[src/rtl/fetch_queue.sv]
// fetch_queue: instruction fetch unit with a small in-order queue.
// The unit fetches one instruction word per cycle from a combinational instruction
// memory into a circular buffer. It stops fetching after it enqueues a halt opcode.
// A jump flushes the queue and redirects the fetch PC.
//
// Ports:
//   clk          - single clock, rising edge
//   reset        - synchronous active-high reset
//   imem_addr    - instruction memory address (the fetch PC)
//   imem_data    - instruction word for imem_addr, same cycle
//   jump         - redirect request; flushes the queue
//   jump_line    - redirect target address
//   instr_ready  - consumer takes the head entry
//   instr_valid  - head entry present
//   instruction  - head instruction word (0 when empty)
//   instr_pc     - address of head instruction (0 when empty)
//   fifo_count   - number of occupied entries
//   stopped      - fetching halted by a halt opcode
module fetch_queue #(
  parameter int          DEPTH   = 4,
  parameter logic [5:0]  HALT_OP = 6'b111111
) (
  input  logic        clk,
  input  logic        reset,
  output logic [7:0]  imem_addr,
  input  logic [15:0] imem_data,
  input  logic        jump,
  input  logic [7:0]  jump_line,
  input  logic        instr_ready,
  output logic        instr_valid,
  output logic [15:0] instruction,
  output logic [7:0]  instr_pc,
  output logic [3:0]  fifo_count,
  output logic        stopped
);

  localparam int         AW      = $clog2(DEPTH);
  localparam logic [3:0] DEPTH_C = 4'(DEPTH);

  typedef enum logic {
    FETCH   = 1'b0,
    STOPPED = 1'b1
  } state_t;

  state_t          state_q, state_d;
  logic [7:0]      pc_q, pc_d;
  logic [AW-1:0]   wr_q, wr_d;
  logic [AW-1:0]   rd_q, rd_d;
  logic [3:0]      cnt_q, cnt_d;
  logic [23:0]     mem_q [DEPTH];
  logic [23:0]     head_s;
  logic            push_s;
  logic            pop_s;
  logic            halt_s;

  // Next-state logic: jump outranks push/pop; a full queue never pushes.
  always_comb begin
    state_d = state_q;
    pc_d    = pc_q;
    wr_d    = wr_q;
    rd_d    = rd_q;
    cnt_d   = cnt_q;
    push_s  = 1'b0;
    pop_s   = (cnt_q != 4'd0) && instr_ready;
    halt_s  = (imem_data[15:10] == HALT_OP);

    case (state_q)
      FETCH:   push_s = (cnt_q != DEPTH_C) && !jump;
      STOPPED: push_s = 1'b0;
      default: push_s = 1'b0;
    endcase

    if (jump) begin
      // A coinciding pop is considered consumed; the flush discards it.
      state_d = FETCH;
      pc_d    = jump_line;
      wr_d    = {AW{1'b0}};
      rd_d    = {AW{1'b0}};
      cnt_d   = 4'd0;
    end else begin
      if (push_s) begin
        wr_d = wr_q + AW'(1);
        pc_d = pc_q + 8'd1;
        if (halt_s) begin
          state_d = STOPPED;
        end else begin
          state_d = state_q;
        end
      end else begin
        wr_d = wr_q;
      end
      if (pop_s) begin
        rd_d = rd_q + AW'(1);
      end else begin
        rd_d = rd_q;
      end
      case ({push_s, pop_s})
        2'b10:   cnt_d = cnt_q + 4'd1;
        2'b01:   cnt_d = cnt_q - 4'd1;
        default: cnt_d = cnt_q;
      endcase
    end
  end

  // Control state registers with synchronous reset.
  always_ff @(posedge clk) begin
    if (reset) begin
      state_q <= FETCH;
      pc_q    <= 8'd0;
      wr_q    <= {AW{1'b0}};
      rd_q    <= {AW{1'b0}};
      cnt_q   <= 4'd0;
    end else begin
      state_q <= state_d;
      pc_q    <= pc_d;
      wr_q    <= wr_d;
      rd_q    <= rd_d;
      cnt_q   <= cnt_d;
    end
  end

  // Entry storage; contents are only observable while counted as valid.
  always_ff @(posedge clk) begin
    if (!reset && push_s) begin
      mem_q[wr_q] <= {pc_q, imem_data};
    end
  end

  assign head_s      = mem_q[rd_q];
  assign instr_valid = (cnt_q != 4'd0);
  assign instruction = instr_valid ? head_s[15:0]  : 16'h0000;
  assign instr_pc    = instr_valid ? head_s[23:16] : 8'h00;
  assign imem_addr   = pc_q;
  assign fifo_count  = cnt_q;
  assign stopped     = (state_q == STOPPED);

endmodule

[config.mk]
export PLATFORM = sky130hd
export DESIGN_NAME = fetch_queue
export DESIGN_NICKNAME = d
export VERILOG_FILES = /design/src/rtl/fetch_queue.sv
export SDC_FILE = /design/constraint.sdc
export NUM_CORES = 1
export LEC_CHECK = 0
export CORE_MARGIN = 1
export CORE_UTILIZATION = 50
export DETAILED_ROUTE_END_ITERATION = 8
export GPL_ROUTABILITY_DRIVEN = 0
export PLACE_DENSITY = 0.79
export SYNTH_ARGS = -nofsm -noshare
export SYNTH_HDL_FRONTEND = slang
export SYNTH_SLANG_ARGS = --single-unit
[constraint.sdc]
create_clock -name clk -period 4.25 [get_ports clk]
set_input_delay 0.85 -clock clk [delete_from_list [all_inputs] [get_ports clk]]
set_output_delay 0.85 -clock clk [all_outputs]
set_load 0.02 [all_outputs]
Word-level counts from Yosys, hierarchy flattened
Memory sizes are Yosys's and may differ from the RTL's. A register that Yosys moved wholly into a read port is not among the register bits.
Index checks and enable logic that the tools add are counted.
{ "word_totals": {"reg_bits": 17, "mem_bits_rw": 96, "in_bits": 28, "output_inout_bits": 38, "word_cells": 36, "memories": 1} }
{ "memory_table": {"columns": ["memory", "depth", "word_bits", "read_ports", "rd_ports_with_merged_regs", "write_ports", "line", "text"], "rows": [
  ["mem_q", 4, 24, 1, 1, 1, "50", "logic [23:0] mem_q [DEPTH];"]
]} }
{ "op_classes": {"addsub": 5, "n_eq_ne": 4, "muxes": 10, "n_bitwise": 1, "reduce_logical": 10} }
{ "ops": {"columns": ["operator", "n"], "rows": [
  ["two-way mux 8 bit", 3],
  ["two-way mux 16 bit", 1],
  ["adder 8 x 1 -> 8 bit (second input constant)", 1],
  ["case mux 4 bit (2 select lines)", 1],
  ["== test 6 bit (second input constant)", 1],
  ["adder 2 x 1 -> 2 bit (second input constant)", 2],
  ["adder 4 x 1 -> 4 bit (second input constant)", 1],
  ["two-way mux 2 bit", 2],
  ["inequality test 4 x 3 -> 1 bit (second input constant)", 1],
  ["nonzero test 2 bit", 2],
  ["nonzero test 4 bit", 1],
  ["subtractor 4 x 1 -> 4 bit (second input constant)", 1],
  ["logical AND 1 bit", 3],
  ["== test 2 x 1 -> 1 bit (second input constant)", 1],
  ["== test 2 bit (second input constant)", 1],
  ["zero test 1 bit", 2],
  ["two-way mux 1 bit", 2],
  ["case mux 1 bit (2 select lines)", 1],
  ["AND reduction 2 bit", 1],
  ["OR reduction 2 bit", 1],
  ["inverter 1 bit", 1]
]} }

Depth between registers and ports, before layout
Gate-level depths: netlist of run 1.
{ "depth": {"depth_word": 6, "mapped_depth": 11, "ltp_nobuf": 10} }

Worst setup path after synthesis of run 1
Ideal clock, no wire load.
{ "synth_path": {"kind": "in2reg", "start": "input port jump", "end": "register cnt_q[2] (netlist: fifo_count[2])", "setup_ns": 0.070, "arrival_ns": 2.597, "required_ns": 4.180, "path_slack_ns": 1.583, "stages": 10, "path_buffers": 1, "cell_sequence": "inv_1 > clkbuf_1 > nand2_1 > ha_1 > xor2_1 > ha_1 > a21oi_1 > xor2_1 > or3_1 > a21oi_1"} }
{ "synth_between": {"elab_chain_len": 5} }
{ "synth_rtl": {"columns": ["item", "line", "text"], "rows": [
  ["from (decl)", "27", "input logic jump,"],
  ["zero test 1 bit", "68", "FETCH: push_s = (cnt_q != DEPTH_C) && !jump;"],
  ["logical AND 1 bit", "68", null],
  ["case mux 1 bit (2 select lines)", "67", "case (state_q)"],
  ["== test 2 x 1 -> 1 bit or == test 2 bit (tied branches)", "97", "case ({push_s, pop_s})"],
  ["case mux 4 bit (2 select lines) or nonzero test 2 bit (tied branches)", null, null],
  ["to (signal assigned)", "118", "cnt_q <= cnt_d;"],
  ["to (decl)", "49", "logic [3:0] cnt_q, cnt_d;"]
]} }
Several ways; a longest one is shown, not always the timed one.
A chain may end at the register's enable or synchronous reset.

==> results of run 1 <==
==> metal layers <==
metal / vias up / wire length, um / GRT usage
met3: 12 / 564 / 0.0652
met2: 106 / 4690 / 0.331
li1: 1203 / - / -
met5: - / 0 / 0
met4: 0 / 145 / 0.106
met1: 1336 / 3770 / 0.263
==> worst min path at each step <==
stage	from	to
final	fifo_count[3]	fifo_count[3]
after global routing	wr_q[1]	wr_q[1]
after CTS	fifo_count[3]	fifo_count[3]
after detailed placement	fifo_count[3]	fifo_count[3]
after global placement	wr_q[1]	wr_q[1]
after floorplan	rd_q[1]	flop
==> cell usage after synthesis (2+ instances only) <==
cell,count
nor3b_1,2
mux4_2,24
a21oi_1,4
o21ai_0,4
nor2_1,16
nor3_1,3
clkbuf_1,5
ha_1,8
nand2_1,9
xnor2_1,7
buf_6,2
dfxtp_1,19
or3_1,3
mux2i_1,2
buf_2,6
inv_1,3
xor2_1,4
and3_1,4
a211oi_1,6
nand3_1,3
edfxtp_1,96
and2_1,24
==> power by group <==
| group | internal [mW] | leakage, nW | switching [mW] |
|---|---|---|---|
| clock | 0.878 | 0.274 | 0.470 |
| combinational | 0.108 | 0.696 | 0.102 |
| sequential | 1.25 | 1.03 | 0.0272 |
==> flip-flops by register name, summed over array words and instances (netlist names), named ones only <==
signal / count
fifo_count: 4
imem_addr: 8
mem_q: 96
rd_q: 2
stopped: 1
wr_q: 2
==> cell usage in the layout, fill, tap and decap left out, types with 3 or more instances in the layout <==
cell and count:
edfxtp_1 96, xnor2_1 7, nor2_1 16, clkinv_1 3, clkbuf_16 16, buf_4 5, or3_1 3, o21ai_0 4
ha_1 8, nand2_1 9, xor2_1 4, bufinv_16 3, a21oi_1 4, inv_1 3, clkinv_2 5, a211oi_1 6
and2_1 24, nor3_1 3, mux4_2 24, and3_1 4, clkdlybuf4s50_1 65, nand3_1 3, dfxtp_1 18
==> worst max-delay path: stages (launching register included) <==
cell             delay [ps]
dfxtp_2                 890
mux4_2                  610
and2_1                  180
clkdlybuf4s50_1         540
==> metrics by stage <==
| stage | power (mW) | instances | util | area [sq um] |
|---|---|---|---|---|
| after detailed placement | 1.51 | 435 | 0.611 | 5430 |
| after global placement | 1.50 | 435 | 0.611 | 5430 |
| after floorplan | 1.41 | 271 | - | 4680 |
| after global routing | 2.92 | 467 | 0.674 | 5990 |
| after CTS | 2.86 | 467 | 0.674 | 5990 |
| final | 2.84 | 467 | 0.674 | 5990 |
==> layout make-up <==
class / count / area, sq um
Inverter: 3 / 11.3
Timing Repair Buffer: 70 / 688
Clock buffer: 19 / 422
Fill cell: 589 / 2900
Multi-Input combinational cell: 139 / 1330
Tap cell: 108 / 135
Clock inverter: 13 / 141
Sequential cell: 115 / 3260
==> kinds of logic after synthesis <==
kind of cell	after synthesis
flops	115
compound gates	19
fa+ha+maj	8
buf+inv	17
simple gates	74
xor+xnor	12
mux	26
==> impl_summary.md, run 1 <==
STA
Setup violations remaining at the end of the flow were counted as 0. Hold timing on the final database bottoms out at a slack of roughly 540 ps. Based on the critical path, the design can be clocked at up to 278 MHz. The number of endpoints with negative hold slack in the final report was 0.

The clock period minus final worst setup slack is about 3600 ps. The relative slew slack is 0.424. The worst-case clock skew is between 10 and 15 ps. At the pin with the least slew margin, the transition time is 864 ps. The fraction of the cycle the final worst path needs is 0.845. The least setup slack across all paths after layout is approximately 660 ps.

The max-slew violation total from the final report was 0. Setup repair after global routing left no endpoint under its margin. The final-layout setup total negative slack is 0 ps.

Layout
The final net count is about 380. In the final layout, the share of cells above drive strength 1 is 0.175. The repair_antennas step left the layout with diodes totalling 0.

The relative area change from synthesis to final layout is 28.0%.

Global route
After global routing the overflow that remains totals 0. Entering global routing, the biggest net connects 28 pins. The number of antenna violations at the first check in global routing is 0.

The number of global-route vias before repair came to approximately 2.7k. The first-pass GRT wire length is 14.5 mm. The aggregate global-route resource usage is 0.210.

Clock tree
The cell sitting at the root of the clock tree is a clkbuf_8. TritonCTS built the clock tree. The post-cts repair resize count is 0. The total number of clock tree sinks is between 100 and 150. Counting along the longest clock path gives a buffer depth of 2. The clock input transition at the sequential cells of the worst setup and hold paths is about 50 ps. The number of buffers inserted during clock tree synthesis is 17. At the later pin of the worst-skew pair, clock insertion delay measures 520 ps. The total of hold buffers inserted after clock tree synthesis is 0. The number of H-tree levels is 4.

The buffer count from post-CTS setup fixing is 0.

Floorplan
The core area is ~8900 sq um. From bottom edge to top edge, the die measures just under 100 um. The floorplan has 34 rows.

In this run the horizontal extent of the chip is about 100 um. The floorplan die area is 9750 sq um. In this run the count of I/O pins placed on the die edge is 66.

For this configuration, the core starts out at a cell density of 0.526.

Logic synthesis
Yosys attributes the largest share of cell area to edfxtp_1, mux4_2, dfxtp_1. The synthesized netlist cell count is approximately 270. The number of nets produced by synthesis is 307. The share of synthesized cell area in and, or, nand and nor gates is 0.0914. By area, the combinational part of the netlist is dominated by multiplexers. The count of different cell masters after synthesis is 39. The area share of the largest cell type after synthesis is 0.616. Counting flops and latches in the post-synthesis netlist gives roughly 120.

Of the total synthesized cell area, the portion taken by XOR and XNOR cells is 0.0241. The mean area per synthesized cell is about 17 sq um. The part of the Yosys area used for sequential elements is 0.697. The portion of synthesized area spent on multiplexers is 0.120.

Of the total synthesized cell area, the portion taken by full adders, half adders and majority gates is 0.0214. In this run the cell area of the synthesized design comes to 4680 sq um. The number of flops mapped to enable cells by yosys is between 90 and 100. Yosys printed 0 warnings. For this run, asynchronously set or reset flops after synthesis account for 0.

The most common flop cell mapped by yosys is edfxtp_1. The cell accounting for the most synthesized area is edfxtp_1. The complex-gate fraction of the synthesized area is 0.0275.

Min path
The classification of the worst-slack hold path is reg2reg. Along the worst hold path, the cell count comes to 2.

Route
The count of nets left with antenna violations once routing finished came out at 0. The number of remaining DRC errors is 0. The first detailed-routing pass took 4 iterations. The total via count after detailed routing is 2,657. After detailed routing, the average wire length per cell comes to between 15 and 20 um. After detailed routing, the total wire length is just over 9 mm. The vias per cell is 5.69. The number of violations reported at the end of detailed-routing iteration 0 is approximately 110.

Power
IR analysis of the VDD net gives a maximum drop of approximately 360 uV. The power per standard cell area is about 470 nW/um^2. The analysis attributes to cell leakage a power of roughly 2 nW.

Critical path
The launch point of the worst reg-to-reg path is fifo_count[1]. The endpoint of the most critical register-to-register path is fifo_count[2]. Along the worst path, the maximum fanout reaches 24. The last element of the critical path is instr_pc[0]. The worst setup path is launched from a flop. By startpoint and endpoint, the worst setup path is classified as reg2out. The worst register-to-register path has a setup slack of 1510 ps.

The critical path data required time is 3400 ps. The endpoint type of the worst setup path is a primary output. The number of cells on the worst reg-to-reg path is 9. At the worst endpoint, the arrival time is 2740 ps.

Job
The max capacitance violation total is 0.

Placement
The total half-perimeter wirelength after legalization and detailed placement is 5.29 mm. The number of buffer cells added on primary ports is between 60 and 70. At the placement stage, the worst setup path has a slack of around 1000 ps.

Outcome
The run finished with clean final reports.
Power figures use the tool's default switching activity.
==> run 2, diff against run 1 <==
==> constraint.sdc (replaced) <==
create_clock -name clk -period 3.75 [get_ports clk]
set_input_delay 0.75 -clock clk [delete_from_list [all_inputs] [get_ports clk]]
set_output_delay 0.75 -clock clk [all_outputs]
set_load 0.02 [all_outputs]
==> impl_summary.md, run 2 (synthesis results as in run 1) <==
Clock tree
The total number of clock tree sinks came to 115 (unchanged). The number of buffers inserted during clock tree synthesis is 17 (unchanged). The total of hold buffers inserted after clock tree synthesis is 0 (unchanged). The post-cts repair resize count came to 0 (unchanged). The buffer count from post-CTS setup fixing was 0 (unchanged). The number of H-tree levels is 4 (unchanged). The buffer cell driving the clock tree root is clkbuf_8.

The maximum count of clock buffers along a single path is 2 (unchanged). The clock input transition at the sequential cells of the worst setup and hold paths is 50 ps (about the same). The clock latency reported for the late side of the worst-skew pair is 500 ps (-20 ps). The TritonCTS clock tree is done.

Critical path
The category of the critical setup timing path is reg2out. The peak fanout along the critical path is 24 (unchanged). The type of element launching the critical path is a flop.

The data arrival time of the worst path is 2540 ps (-200 ps). STA classifies the critical path endpoint as a primary output. The setup slack of the worst register-to-register path is 970 ps (-540 ps). The critical path data required time is 3000 ps (-400 ps).

Floorplan
The number of core rows is 34 (unchanged). The overall die width came to 98.7 um (unchanged). The floorplan die area is 9750 sq um (unchanged). The height of the die came to 98.7 um (unchanged). The count of pins on the block boundary came to 66 (unchanged). The core area came to 8890 sq um (unchanged). The initial core utilization was 0.526 (unchanged).

STA
The worst-case clock skew is 12.7 ps (+1.88 ps). The relative slew slack is 0.638 (+0.214). The smallest clock period supported by the final layout is computed as ~3300 ps. The slew of the pin with the lowest slew margin is 543 ps (-321 ps). Setup repair after global routing left no endpoint under its margin.

The maximum clock frequency is approximately 300 MHz. The max-slew violation total from the final report is 0 (unchanged). The worst slack on hold paths is 537 ps (-2.11 ps). The final-layout setup total negative slack came to 0 ps (unchanged).

The number of endpoints with negative hold slack in the final report is 0 (unchanged). The fraction of the cycle the final worst path needs is 0.877. The final-report setup violation count is 0 (unchanged).

Power
The clock power share came to 0.504 (+0.029). The post-route total power is 3.41 mW (+20%). The switching part of the total power was 0.195 (-0.0158).

The power per standard cell area is 558 nW/um^2 (+18%). The relative contribution of combinational cells to total power came to 0.072 (-0.002). The sequential cell fraction of total power came to 0.424 (-0.027). The maximum resistive drop on vdd is 350 uV (-3.7%). The switching power summed over all nets is 666 uW (+11%). The leakage component of the power is 2.06 nW (+2.8%). The cell internal power dissipation is 2.74 mW (+23%).

Layout
The most frequent standard cell in the layout excluding fill and tap cells is edfxtp_1. The number of non-filler instances in the completed layout is 469 (+0.43%). The register area is 3260 sq um (unchanged).

The antenna diode count is 0 (unchanged). The top cell types in the final layout, fill and taps aside, are edfxtp_1, clkdlybuf4s50_1, mux4_2, and2_1, dfxtp_1. The area used by multi-input combinational logic is 1330 sq um (unchanged). The number of filler instances in the final layout is 574 (-2.5%). The fraction of layout instances using a drive strength above 1 is 0.186 (+0.0101). The final non-filler cell area is 6110 sq um (+2.0%). The number of flip-flops under the largest register name is 96 (unchanged). The largest register by flop count is mem_q. The final net count came to 385 (+0.79%).

Relative to the synthesized area, the layout overhead comes to 30.6%.

Global route
The largest net degree at the start of global routing is 28 (unchanged). The total grt overflow was 0 (unchanged). The number of antenna violations at the first check in global routing was 0 (unchanged). The first-pass GRT wire length came to 15.0 mm (+2.9%). The number of global-route vias before repair is 2,832 (+4.8%).

The aggregate global-route resource usage is 0.211 (+0.00175).

Route
The vias per cell was 5.65 (-0.61%). The total via count after detailed routing is 2,652 (-0.19%). The number of remaining DRC errors is 0 (unchanged).

The total wire length came to 9.18 mm (+0.14%). The average detailed-routed wire length per instance is 19.6 um (-0.29%). The number of violations reported at the end of detailed-routing iteration 0 is 108 (+1.9%).

The number of iterations in the first detailed-routing pass came to 4 (unchanged). The count of nets left with antenna violations after detail routing is 0 (unchanged).

Min path
The classification of the worst-slack hold path is reg2reg.

Outcome
The run finished with clean final reports.

Placement
The number of buffer cells added on primary ports is 65 (unchanged). The total half-perimeter wirelength after legalization and detailed placement is 5.57 mm (+5.4%). The cell count after placement was 438 (+0.69%). The cell area after placement is 5480 sq um (+0.88%).

Job
The max capacitance violation total came to 0 (unchanged).
==> run 2: cell count changes in the layout (fill, tap and decap cells not counted) <==
| cell | delta |
|---|---|
| buf_12 | +2 |
| buf_4 | +1 |
| bufinv_16 | +3 |
| clkinv_1 | -2 |
| clkinv_2 | -1 |
| clkinvlp_4 | -1 |
==> run 2: through the flow <==
stage               worst slack, ps  utilization
global placement                691        0.616
finish                          461        0.687
global route                    318        0.687
floorplan                      1160            -
CTS                             414        0.687
detailed placement              552        0.616
==> run 2: critical path, cell delays in order, from the launching register on <==
cell and delay [ps]:
dfxtp_2 310, buf_4 410, mux4_2 580, and2_1 180, clkdlybuf4s50_1 530
==> run 2: final cells by class <==
cell class | instances | share of cell area
Sequential cell | 115 | 0.534
Multi-Input combinational cell | 139 | 0.218
Timing Repair Buffer | 73 | 0.120
Clock buffer | 19 | 0.0690
Clock inverter | 12 | 0.0346
Tap cell | 108 | 0.0221
Inverter | 3 | 0.00184
==> run 2: worst paths after layout <==
check | from | to | cells past startpoint
max | flop | instruction[12] | 4
min | wr_q[1] | wr_q[1] | 2
max reg2reg | fifo_count[1] | fifo_count[2] | 9
min reg2reg | wr_q[1] | wr_q[1] | 2
==> run 2: power groups by stage <==
stage                     registers [mW]  clock network, mW  logic [mW]
after detailed placement            1.47                  0       0.244
final                               1.45               1.72       0.244
after global routing                1.45               1.80       0.264
after floorplan                     1.47                  0       0.123
after CTS                           1.45               1.74       0.247
after global placement              1.47                  0       0.240
==> run 2: per-layer routing <==
metal / share of wire / track usage / up-vias
met5: 0 / 0 / -
li1: - / - / 1215
met4: 0.0090 / 0.0689 / 0
met2: 0.52 / 0.357 / 95
met3: 0.053 / 0.0589 / 10
met1: 0.42 / 0.265 / 1332
